[config.mk]
export PLATFORM = sky130hd
export DESIGN_NAME = queue_rf_arb
export DESIGN_NICKNAME = d
export VERILOG_FILES = /design/src/rtl/queue_rf_arb.sv
export SDC_FILE = /design/constraint.sdc
export NUM_CORES = 1
export LEC_CHECK = 0
export BUFFER_PORTS_ARGS = -buffer_cell sky130_fd_sc_hd__buf_2
export CORE_MARGIN = 2
export CORE_UTILIZATION = 28
export DETAILED_ROUTE_END_ITERATION = 6
export GPL_TIMING_DRIVEN = 1
export MAX_ROUTING_LAYER = met4
export PLACE_DENSITY_LB_ADDON = 0.25
export SLEW_MARGIN = 20
export SYNTH_ARGS = -nofsm -noshare
export SYNTH_HDL_FRONTEND = slang
export SYNTH_SLANG_ARGS = --single-unit
export TNS_END_PERCENT = 1
[constraint.sdc]
create_clock -name clk -period 6.81 [get_ports clk]
set_input_delay 0.681 -clock clk [delete_from_list [all_inputs] [get_ports clk]]
set_output_delay 0.681 -clock clk [all_outputs]
set_load 0.005 [all_outputs]
[src/rtl/queue_rf_arb.sv]
// Round-robin dequeue scheduler: picks one eligible queue per cycle, pops its
// head and registers {data, source id} into a one-entry valid/accept output stage.
module queue_rf_arb #(
  parameter int M    = 4,
  parameter int W    = 32,
  parameter int ID_W = $clog2(M)
) (
  input  logic            clk,
  input  logic            arst_n,
  input  logic [M-1:0]    i_en,
  input  logic [M-1:0]    i_empty_w,
  input  logic [M*W-1:0]  i_pop_dat,
  output logic [M-1:0]    o_pop,
  output logic            o_vld,
  output logic [W-1:0]    o_dat,
  output logic [ID_W-1:0] o_id,
  input  logic            i_accept
);

  localparam logic [ID_W-1:0] LAST = ID_W'(M-1);

  logic [ID_W-1:0]       ptr;
  logic [M-1:0]          elig;
  logic [M-1:0]          gnt_oh;
  logic                  gnt_vld;
  logic [ID_W-1:0]       gnt_id;
  logic                  free;
  logic [M-1:0][W-1:0]   dat_a;

  assign dat_a = i_pop_dat;
  assign free  = ~o_vld | i_accept;

  // ptr + i never exceeds 2M-2, so one conditional subtract replaces a modulo
  function automatic logic [ID_W-1:0] wrap(input int a);
    return (a >= M) ? ID_W'(a - M) : ID_W'(a);
  endfunction

  // Per-queue eligibility and pop strobe; pop is gated by reset so nothing
  // reaches the queues while arst_n is low, even through the comb path.
  for (genvar k = 0; k < M; k++) begin : g_lane
    assign elig[k]  = i_en[k] & ~i_empty_w[k];
    assign o_pop[k] = gnt_oh[k] & arst_n;
  end

  always_comb begin
    gnt_vld = 1'b0;
    gnt_id  = '0;
    for (int i = 0; i < M; i++) begin
      if (!gnt_vld && free && elig[wrap(int'(ptr) + i)]) begin
        gnt_vld = 1'b1;
        gnt_id  = wrap(int'(ptr) + i);
      end
    end
  end

  always_comb begin
    gnt_oh = '0;
    if (gnt_vld) gnt_oh[gnt_id] = 1'b1;
  end

  always_ff @(posedge clk or negedge arst_n) begin
    if (!arst_n) begin
      ptr <= '0;
    end else if (gnt_vld) begin
      ptr <= (gnt_id == LAST) ? '0 : gnt_id + ID_W'(1);
    end
  end

  // A grant always loads, which also covers accept-and-refill in one cycle
  always_ff @(posedge clk or negedge arst_n) begin
    if (!arst_n) begin
      o_vld <= 1'b0;
      o_dat <= '0;
      o_id  <= '0;
    end else if (gnt_vld) begin
      o_vld <= 1'b1;
      o_dat <= dat_a[gnt_id];
      o_id  <= gnt_id;
    end else if (i_accept) begin
      o_vld <= 1'b0;
    end
  end

`ifndef SYNTHESIS
  logic            hold_q;
  logic [W-1:0]    dat_q;
  logic [ID_W-1:0] id_q;

  always_ff @(posedge clk or negedge arst_n) begin
    if (!arst_n) begin
      hold_q <= 1'b0;
      dat_q  <= '0;
      id_q   <= '0;
    end else begin
      hold_q <= o_vld & ~i_accept;
      dat_q  <= o_dat;
      id_q   <= o_id;
    end
  end

  always @(posedge clk) begin
    if (arst_n) begin
      assert ($onehot0(o_pop));
      assert ((o_pop & i_empty_w) == '0);
      if (hold_q) assert (o_dat == dat_q && o_id == id_q);
    end
  end
`endif

endmodule

After elaboration in Yosys (flattened, before gate mapping)
Cells that the tools add are included.

storage, ports and cells
  output and inout port bits = 39
  register bits after elaboration = 37
  logic and storage cells = 77
  input port bits = 139

cells by class
  bitwise gates (word level) = 14
  add/subtract/negate cells = 8
  magnitude comparators = 10
  muxes and demuxes = 28
  eq/ne operators = 1
  reduce and logical (&&, ||, !) cells = 12

operator list
  cell                                                                                 number
  32-bit binary-select mux with 2-bit select                                           1
  32-bit 2-to-1 mux                                                                    1
  2-bit 2-to-1 mux                                                                     9
  2-bit by 3-bit < comparator with 1-bit output, second input constant                 5
  1-bit 2-to-1 mux                                                                     11
  3-bit greater-or-equal comparator, second input constant                             3
  1-bit AND                                                                            8
  1-bit binary-select mux with 2-bit select                                            4
  1-bit logical AND                                                                    8
  2-bit by 1-bit subtractor with 2-bit output, second input constant                   4
  2-bit by 2-bit adder with 3-bit output, second input constant                        2
  1-bit NOT                                                                            5
  4-bit 2-to-1 mux                                                                     1
  2-bit by 1-bit adder with 3-bit output, second input constant                        1
  2-bit by 3-bit greater-or-equal comparator with 1-bit output, second input constant  1
  1-bit logical NOT                                                                    3
  2-bit by 1-bit adder with 2-bit output, second input constant                        1
  1-bit demux with 2-bit select                                                        1
  2-bit == test, second input constant                                                 1
  2-bit by 1-bit greater-or-equal comparator with 1-bit output, second input constant  1
  2-bit nonzero test                                                                   1
  1-bit OR                                                                             1

Depth between registers and ports, before layout
Gate-level depths: netlist of run 1.

  depth in word-level cells = 24
  mapped depth = 11

Least setup slack after synthesis of run 1
Ideal clock, no wire load.

  kind = in2out
  start = input port i_empty_w[0]
  end = output port o_pop[3]
  slack = 3516 ps
  stages = 10
  data arrival time = 2613 ps
  data required time = 6129 ps
  cells stage by stage = nand2b_1 mux4_2 nand2b_4 o21a_4 a21o_1 buf_6 inv_1 buf_2 ha_1 and3_1

between the ends
  word-level cells in the longest chain between the ends = 24

ends and longest elaborated chain
  what                                                                                                                                                        RTL line  text
  start, declared                                                                                                                                             11        input logic [M-1:0] i_empty_w,
  1-bit NOT *                                                                                                                                                 41        assign elig[k] = i_en[k] & ~i_empty_w[k];
  1-bit AND *                                                                                                                                                 41
  1-bit binary-select mux with 2-bit select                                                                                                                   49        if (!gnt_vld && free && elig[wrap(int'(ptr) + i)]) begin
  1-bit 2-to-1 mux (implied by the code)                                                                                                                      49
  1-bit logical AND                                                                                                                                           49
  1-bit 2-to-1 mux                                                                                                                                            49
  1-bit logical NOT                                                                                                                                           49
  1-bit logical AND (2 in series)                                                                                                                             49
  (+6 left out)                                                                                                                                               -
  1-bit logical AND (2 in series)                                                                                                                             49
  2-bit 2-to-1 mux                                                                                                                                            49
  2-bit by 3-bit < comparator with 1-bit output (implied by the code) / 2-bit by 1-bit greater-or-equal comparator with 1-bit output (equally long branches)  58        if (gnt_vld) gnt_oh[gnt_id] = 1'b1;
  1-bit logical AND (implied by the code)                                                                                                                     58
  1-bit 2-to-1 mux (implied by the code)                                                                                                                      58
  1-bit demux with 2-bit select                                                                                                                               58
  4-bit 2-to-1 mux *                                                                                                                                          58
  1-bit AND *                                                                                                                                                 42        assign o_pop[k] = gnt_oh[k] & arst_n;
  end, declared                                                                                                                                               13        output logic [M-1:0] o_pop,

Mark *: on every way between the ends. The rest lies on a longest branch, timed or not. The select of a mux whose other input is x is not followed.

Worst setup path after layout of run 1
  start = register ptr[1]
  end = output port o_pop[3]

between the ends
  word-level cells in the longest chain between the ends = 24

ends and longest elaborated chain
  what                                                                                                                                                        RTL line  text
  start, declared                                                                                                                                             22        logic [ID_W-1:0] ptr;
  start signal, assigned                                                                                                                                      65        ptr <= (gnt_id == LAST) ? '0 : gnt_id + ID_W'(1);
  2-bit by 3-bit greater-or-equal comparator with 1-bit output / 2-bit by 1-bit subtractor with 2-bit output (equally long branches)                          35        return (a >= M) ? ID_W'(a - M) : ID_W'(a);
  2-bit 2-to-1 mux                                                                                                                                            35
  1-bit binary-select mux with 2-bit select                                                                                                                   49
  1-bit 2-to-1 mux (implied by the code)                                                                                                                      49
  1-bit logical AND                                                                                                                                           49
  1-bit 2-to-1 mux                                                                                                                                            49
  1-bit logical NOT                                                                                                                                           49
  1-bit logical AND (2 in series)                                                                                                                             49
  (+6 left out)                                                                                                                                               -
  1-bit logical AND (2 in series)                                                                                                                             49
  2-bit 2-to-1 mux                                                                                                                                            49
  2-bit by 3-bit < comparator with 1-bit output (implied by the code) / 2-bit by 1-bit greater-or-equal comparator with 1-bit output (equally long branches)  58
  1-bit logical AND (implied by the code)                                                                                                                     58
  1-bit 2-to-1 mux (implied by the code)                                                                                                                      58
  1-bit demux with 2-bit select                                                                                                                               58
  4-bit 2-to-1 mux *                                                                                                                                          58
  1-bit AND *                                                                                                                                                 42

Marked as above.

==> results by group, run 1 <==
Status
  – Run status: finished, final reports clean

Setup path
  – Worst EP required: 6.13 ns
  – Arrival time worst endpoint: 4.04 ns
  – Crit Reg-Reg Startpoint: ptr[1]
  – Crit path from: ptr[1]
  – CP endpoint kind: output pin
  – CP Max Fanout: 21
  – Setup crit start kind: flop
  – Setup Crit Path Kind: flop to output pin

Die
  – Core box area: 10200 um^2
  – DIE AREA: 11100 um^2
  – # IOs: 178
  – FP Rows: 37
  – Initial core utilization: 0.284
  – Die width: 106 um
  – Chip Height: 106 um

Detailed routing
  – Starting DRT DRC Count: 138
  – # DRC: 0
  – DRT Pass-1 Iters: 5
  – Post-Route WL: 9.30 mm
  – Drt wl/cell: 15.3 um
  – Via density: 5.24
  – ANT nets after route: 0
  – Vias: 3181

Timing
  – Fin. Hold Viols: 0
  – Worst-Margin Slew: 0.943 ns
  – Slew margin rel.: 0.370
  – RSZ-0062 raised after global routing: false
  – Final worst slack: 2.09 ns
  – Max Fclk: 212 MHz
  – Minimum clock period: 4.72 ns
  – Number of endpoints failing setup at the final stage: 0
  – Final period util: 0.693
  – Skew final: 0.00660 ns
  – Setup TNS Final: 0 ns
  – Slew Viols, Final: 0

Logic synthesis
  – Leading post-synthesis cells by cell area: dfrtp_1 (32%), mux2i_1 (18%), a221oi_1 (6.7%)
  – #FFs+latches synth: 37
  – Synth Area per Inst: 9.32 um^2
  – Number of enable flip-flop cells after synthesis: 0
  – Top cell type by total area after synthesis: dfrtp_1
  – Area of the mapped netlist: 2890 um^2
  – Synth async-reset ratio: 1.00
  – Syn Inst Count: 310
  – Sequential area share after synthesis: 0.320
  – Number of distinct library cells after synthesis: 40
  – Syn. warnings: 0
  – Top FF cell, synth: dfrtp_1
  – Synth top area share: 0.320
  – Syn Nets: 450

Placed design
  – DP HPWL: 6.84 mm
  – Placed Cells: 599
  – Worst slack, placed: 2.13 ns
  – GPL Wtd Cong: 0.861
  – Post-DP Area: 3840 um^2
  – Port bufs: 177

Global route
  – Gr ovfl total: 0
  – GRT Total Usage: 0.167
  – Vias in the first global route: 3083
  – Largest net degree at the start of global routing: 54
  – Global-route wire length before repair: 14.9 mm
  – Initial antenna violation count: 0

Pwr
  – Final Power: 1.56 mW
  – Pwr dens: 398 nW/um^2
  – Pleak: 2.03 nW
  – Maximum VDD drop: 0.140 mV

Final layout
  – # diodes: 0
  – Layout Cells excl Fill: 607
  – Fillers: 1065
  – Total Nets Final: 610
  – Final instance area: 3930 um^2
  – Area Overhead vs Synth: 36.1%
  – Share of cells above drive strength 1: 0.450

Clock network
  – Clock Pin Slew Worst Setup and Hold Paths: 0.08 ns
  – CTS sink cnt: 37
  – Bufs on Longest Clock Path: 2
  – PostCTS Resize Cnt: 0
  – Worst-skew pair later-pin latency: 0.29 ns
  – CTS root buf: clkbuf_8
  – CTS tree: built
  – H-tree level count: 2
  – Post-CTS Repair Setup Buffers: 0
  – # hold bufs at CTS: 0
  – Num CTS Buffers: 5

Run
  – Max Cap Viol: 0

Min path
  – Hold Path Class: input port to asynchronous set/reset pin
## area by class of cell
class | count | area, um^2 | share of cell area
Clock buffer | 5 | 68.8 | 0.0175
Inverter | 5 | 18.8 | 0.00477
Tap cell | 136 | 170 | 0.0433
Timing Repair Buffer | 183 | 931 | 0.237
Sequential cell | 37 | 926 | 0.236
Clock inverter | 3 | 17.5 | 0.00446
Multi-Input combinational cell | 238 | 1800 | 0.458
## registers in the layout, summed over array words and instances (netlist names)
signal / count
o_vld: 1
ptr: 2
o_id: 2
o_dat: 32
## per-stage QoR
step                      hold WS (ns)  utilization
after floorplan                  0.385            -
after global placement           0.527        0.378
after detailed placement         0.528        0.378
after CTS                        0.321        0.386
after global routing             0.340        0.386
final                            0.316        0.386
## synthesized netlist by cell type, types with 2 or more instances
master,number
mux2i_1,51
dfrtp_1,37
nand2_1,29
nor2_1,24
a221oi_1,22
nand3_1,18
o21ai_0,18
clkbuf_1,15
o2111ai_1,14
o22ai_1,14
a221oi_2,10
buf_2,6
buf_4,5
inv_1,5
nor2b_1,4
nor3_1,4
buf_6,3
nand2b_1,3
nand2b_4,3
a21oi_1,2
and3_1,2
mux2_2,2
nand4_1,2
## report_power, final
part	switching, mW	total [mW]	internal (mW)	leakage, nW
Clock	0.0833	0.154	0.0707	0.0439
Combinational	0.556	0.995	0.438	1.55
Sequential	0.0742	0.415	0.341	0.431
Total	0.714	1.56	0.850	2.03
## worst max-delay path, cell delays in order (launching register included)
cell      delay [ns]
dfrtp_1         0.54
nor3b_1         0.41
nand4b_1        0.21
o22a_2          0.24
o21a_4          0.26
a21o_1          0.70
inv_1           0.68
ha_1            0.41
and3_1          0.16
buf_2           0.12
## metal layers
layer / routed length (um) / vias to the layer above / GRT usage
met2: 4500 / 153 / 0.286
met4: 104 / 0 / 0.0367
li1: - / 1521 / -
met5: 0 / - / -
met1: 3820 / 1500 / 0.203
met3: 868 / 7 / 0.0346
## cells in the final DEF (no fill, tap or decap), types with 2 or more instances in the layout
cell / instances
o22ai_1: 14
nand2b_1: 3
clkbuf_8: 5
inv_1: 5
nor3_1: 3
nand2_1: 29
o2111ai_1: 14
a221oi_2: 10
buf_2: 177
nand3_1: 18
nand4_1: 2
nor2b_1: 4
a221oi_1: 22
a21oi_1: 2
clkinv_2: 2
nand2b_4: 3
dfrtp_1: 37
nor2_1: 24
buf_4: 6
mux2i_1: 51
o21ai_0: 18
and3_1: 2
mux2_2: 2
## path summary, 6_finish.rpt
check                            to  slack, ns  cells after the start
setup / recovery           o_pop[3]       2.09                      9
hold / removal             o_dat[2]       0.32                      1
setup reg to reg             ptr[1]       2.91                      8
hold reg to reg             o_id[0]       0.54                      2
max in group asynchronous  o_dat[4]       5.82                      2
min in group clk            o_id[0]       0.54                      2
## cells by family (layout without fill, tap and decap cells)
family,after synthesis,after routing,share of synthesized area
buffers and inverters,35,196,0.0624
adders and majority gates,1,1,0.00433
muxes,54,54,0.192
DFF,37,37,0.320
and+or+nand+nor,95,95,0.161
AOI/OAI and AO/OA,88,88,0.260
Power figures use the tool's default switching activity.
==> run 2, diff against run 1 <==
Clock period 6.81 ns to 3.85 ns, I/O delays scaled along.
==> run 2 against run 1 <==
  * Sequential power rose by 77%
  * Combinational power increased by 81%
  * Clock power up 140%
  * Hold slack worse by 0.26 ns
  * Cell area is 1.8% higher
  * Global-route usage fell by 0.13 points
  * Non-clock buffer count up 3
  * Die area is the same
  * Critical path depth unchanged
  * Total power rose by 85%
  * First-iteration DRC count up 4.3%
  * Critical endpoint is now o_pop[0]
  * Largest cell class unchanged
  * Largest power group unchanged
  * Highest routed layer unchanged
==> results by group, run 2 (same netlist as run 1, synthesis figures left out) <==
Setup path
  – CP Max Fanout: 66 (+210%)
  – Setup Crit Path Kind: flop to output pin
  – CP endpoint kind: output pin
  – Worst EP required: 3.46 ns (-2.67 ns)
  – Setup crit start kind: flop
  – Arrival time worst endpoint: 2.94 ns (-1.10 ns)

Global route
  – Busiest grt layer: met2
  – Vias in the first global route: 3022 (-2.0%)
  – Gr ovfl total: 0 (unchanged)
  – Global-route wire length before repair: 14.5 mm (-2.6%)
  – Met1 Use GR: 0.202 (-0.00137)
  – M3 GR Usage: 0.0216 (-0.0130)
  – GR met2 Demand/Resource: 0.284 (-0.00184)
  – Largest net degree at the start of global routing: 67 (+24%)
  – Initial antenna violation count: 0 (unchanged)
  – GRT Total Usage: 0.166 (-0.00132)

Timing
  – Slew Viols, Final: 0 (unchanged)
  – Worst-Margin Slew: 1.03 ns (+0.0895 ns)
  – Hold Worst Slack: 0.0561 ns (-0.260 ns)
  – Fin. Hold Viols: 0 (unchanged)
  – Setup TNS Final: 0 ns (unchanged)
  – Final period util: 0.862
  – Number of endpoints failing setup at the final stage: 0 (unchanged)
  – RSZ-0062 raised after global routing: false
  – Minimum clock period: 3.32 ns
  – Skew final: 0.0112 ns (+0.00460 ns)
  – Max Fclk: 301 MHz
  – Slew margin rel.: 0.308 (-0.0628)

Die
  – Core box area: 10200 um^2 (unchanged)
  – # IOs: 178 (unchanged)
  – Initial core utilization: 0.284 (unchanged)
  – FP Rows: 37 (unchanged)
  – Die width: 106 um (unchanged)
  – Chip Height: 106 um (unchanged)
  – DIE AREA: 11100 um^2 (unchanged)

Status
  – Run status: finished, final reports clean

Clock network
  – Num CTS Buffers: 5 (unchanged)
  – H-tree level count: 2 (unchanged)
  – # hold bufs at CTS: 0 (unchanged)
  – Clock Pin Slew Worst Setup and Hold Paths: 0.09 ns (about the same)
  – Worst-skew pair later-pin latency: 0.30 ns (about the same)
  – CTS root buf: clkbuf_8
  – PostCTS Resize Cnt: 0 (unchanged)
  – Post-CTS Repair Setup Buffers: 0 (unchanged)
  – CTS sink cnt: 37 (unchanged)
  – CTS tree: built
  – Bufs on Longest Clock Path: 2 (unchanged)

Final layout
  – Area Overhead vs Synth: 38.5%
  – Most frequent cells in the layout: buf_2 (177), mux2i_1 (51), dfrtp_1 (37), nand2_1 (29), nor2_1 (24)
  – Share of cells above drive strength 1: 0.454 (+0.00348)
  – Total Nets Final: 613 (+0.49%)
  – # diodes: 0 (unchanged)
  – Largest registers: o_dat x32, o_id x2, ptr x2
  – Commonest non-fill, non-tap cell in the layout: buf_2
  – Max reg flops: 32 (unchanged)
  – Largest Register: o_dat

Detailed routing
  – Drt wl/cell: 15.1 um (-1.3%)
  – # DRC: 0 (unchanged)
  – Via density: 5.13 (-2.1%)
  – ANT nets after route: 0 (unchanged)
  – Post-Route WL: 9.22 mm (-0.86%)
  – Vias: 3131 (-1.6%)
  – DRT Pass-1 Iters: 5 (unchanged)
  – Starting DRT DRC Count: 144 (+4.3%)

Pwr
  – Maximum VDD drop: 0.334 mV (+140%)
  – Pleak: 2.06 nW (+1.7%)
  – Pwr dens: 724 nW/um^2 (+82%)

Min path
  – Hold Path Class: input port to asynchronous set/reset pin

Run
  – Max Cap Viol: 0 (unchanged)

Placed design
  – DP HPWL: 6.96 mm (+1.8%)
  – GPL Wtd Cong: 0.866 (+0.60%)
  – Port bufs: 177 (unchanged)
[run 2: cell type report]
class                      count  area (um^2)
tap                          136          170
sequential                    37          926
clock inverter                 2         37.5
clock buffer                   6         82.6
timing repair buffer         186          966
multi-input combinational    238         1800
fill                        1055         6180
inverter                       5         18.8
[run 2: worst max-delay path, stage by stage, from the launching register on]
cell and delay (ns):
dfrtp_1 0.53, nor3b_1 0.33, nand4b_1 0.19, o22a_2 0.24
nor2_1 0.10, a2111oi_4 0.45, buf_12 0.37, nand3_1 0.15
nor2_1 0.14, buf_2 0.13
[run 2: worst paths after layout]
path	start	end	slack (ns)	depth (start not counted)
max in group asynchronous	arst_n	o_dat[13]	3.12	2
max	ptr[1]	o_pop[0]	0.53	9
min	arst_n	o_dat[21]	0.06	1
min in group clk	i_pop_dat[106]	o_dat[10]	0.40	3
max reg2reg	ptr[1]	o_dat[4]	0.81	8
min reg2reg	o_id[1]	o_id[1]	0.54	2
[run 2: where the power goes]
group	leakage, nW	switching [mW]	total [mW]	internal (mW)
combinational	1.57	0.989	1.80	0.813
sequential	0.431	0.130	0.733	0.603
clock	0.0574	0.151	0.362	0.211
total	2.06	1.27	2.90	1.63
[run 2: layer usage]
metal | routed length [um] | share of wire
met4 | 112 | 0.012
met2 | 4450 | 0.48
met5 | 0 | 0
met1 | 3950 | 0.43
met3 | 709 | 0.077
[run 2: metrics by stage]
step	util	cell area (um^2)	std cells	worst slack, ns	power (mW)
2_1_floorplan	-	2890	310	1.15	2.02
3_3_place_gp	0.381	3880	602	0.835	2.54
3_5_place_dp	0.381	3880	602	0.757	2.58
4_1_cts	0.393	4000	610	0.515	2.95
5_1_grt	0.393	4000	610	0.206	3.16
6_report	0.393	4000	610	0.530	2.90
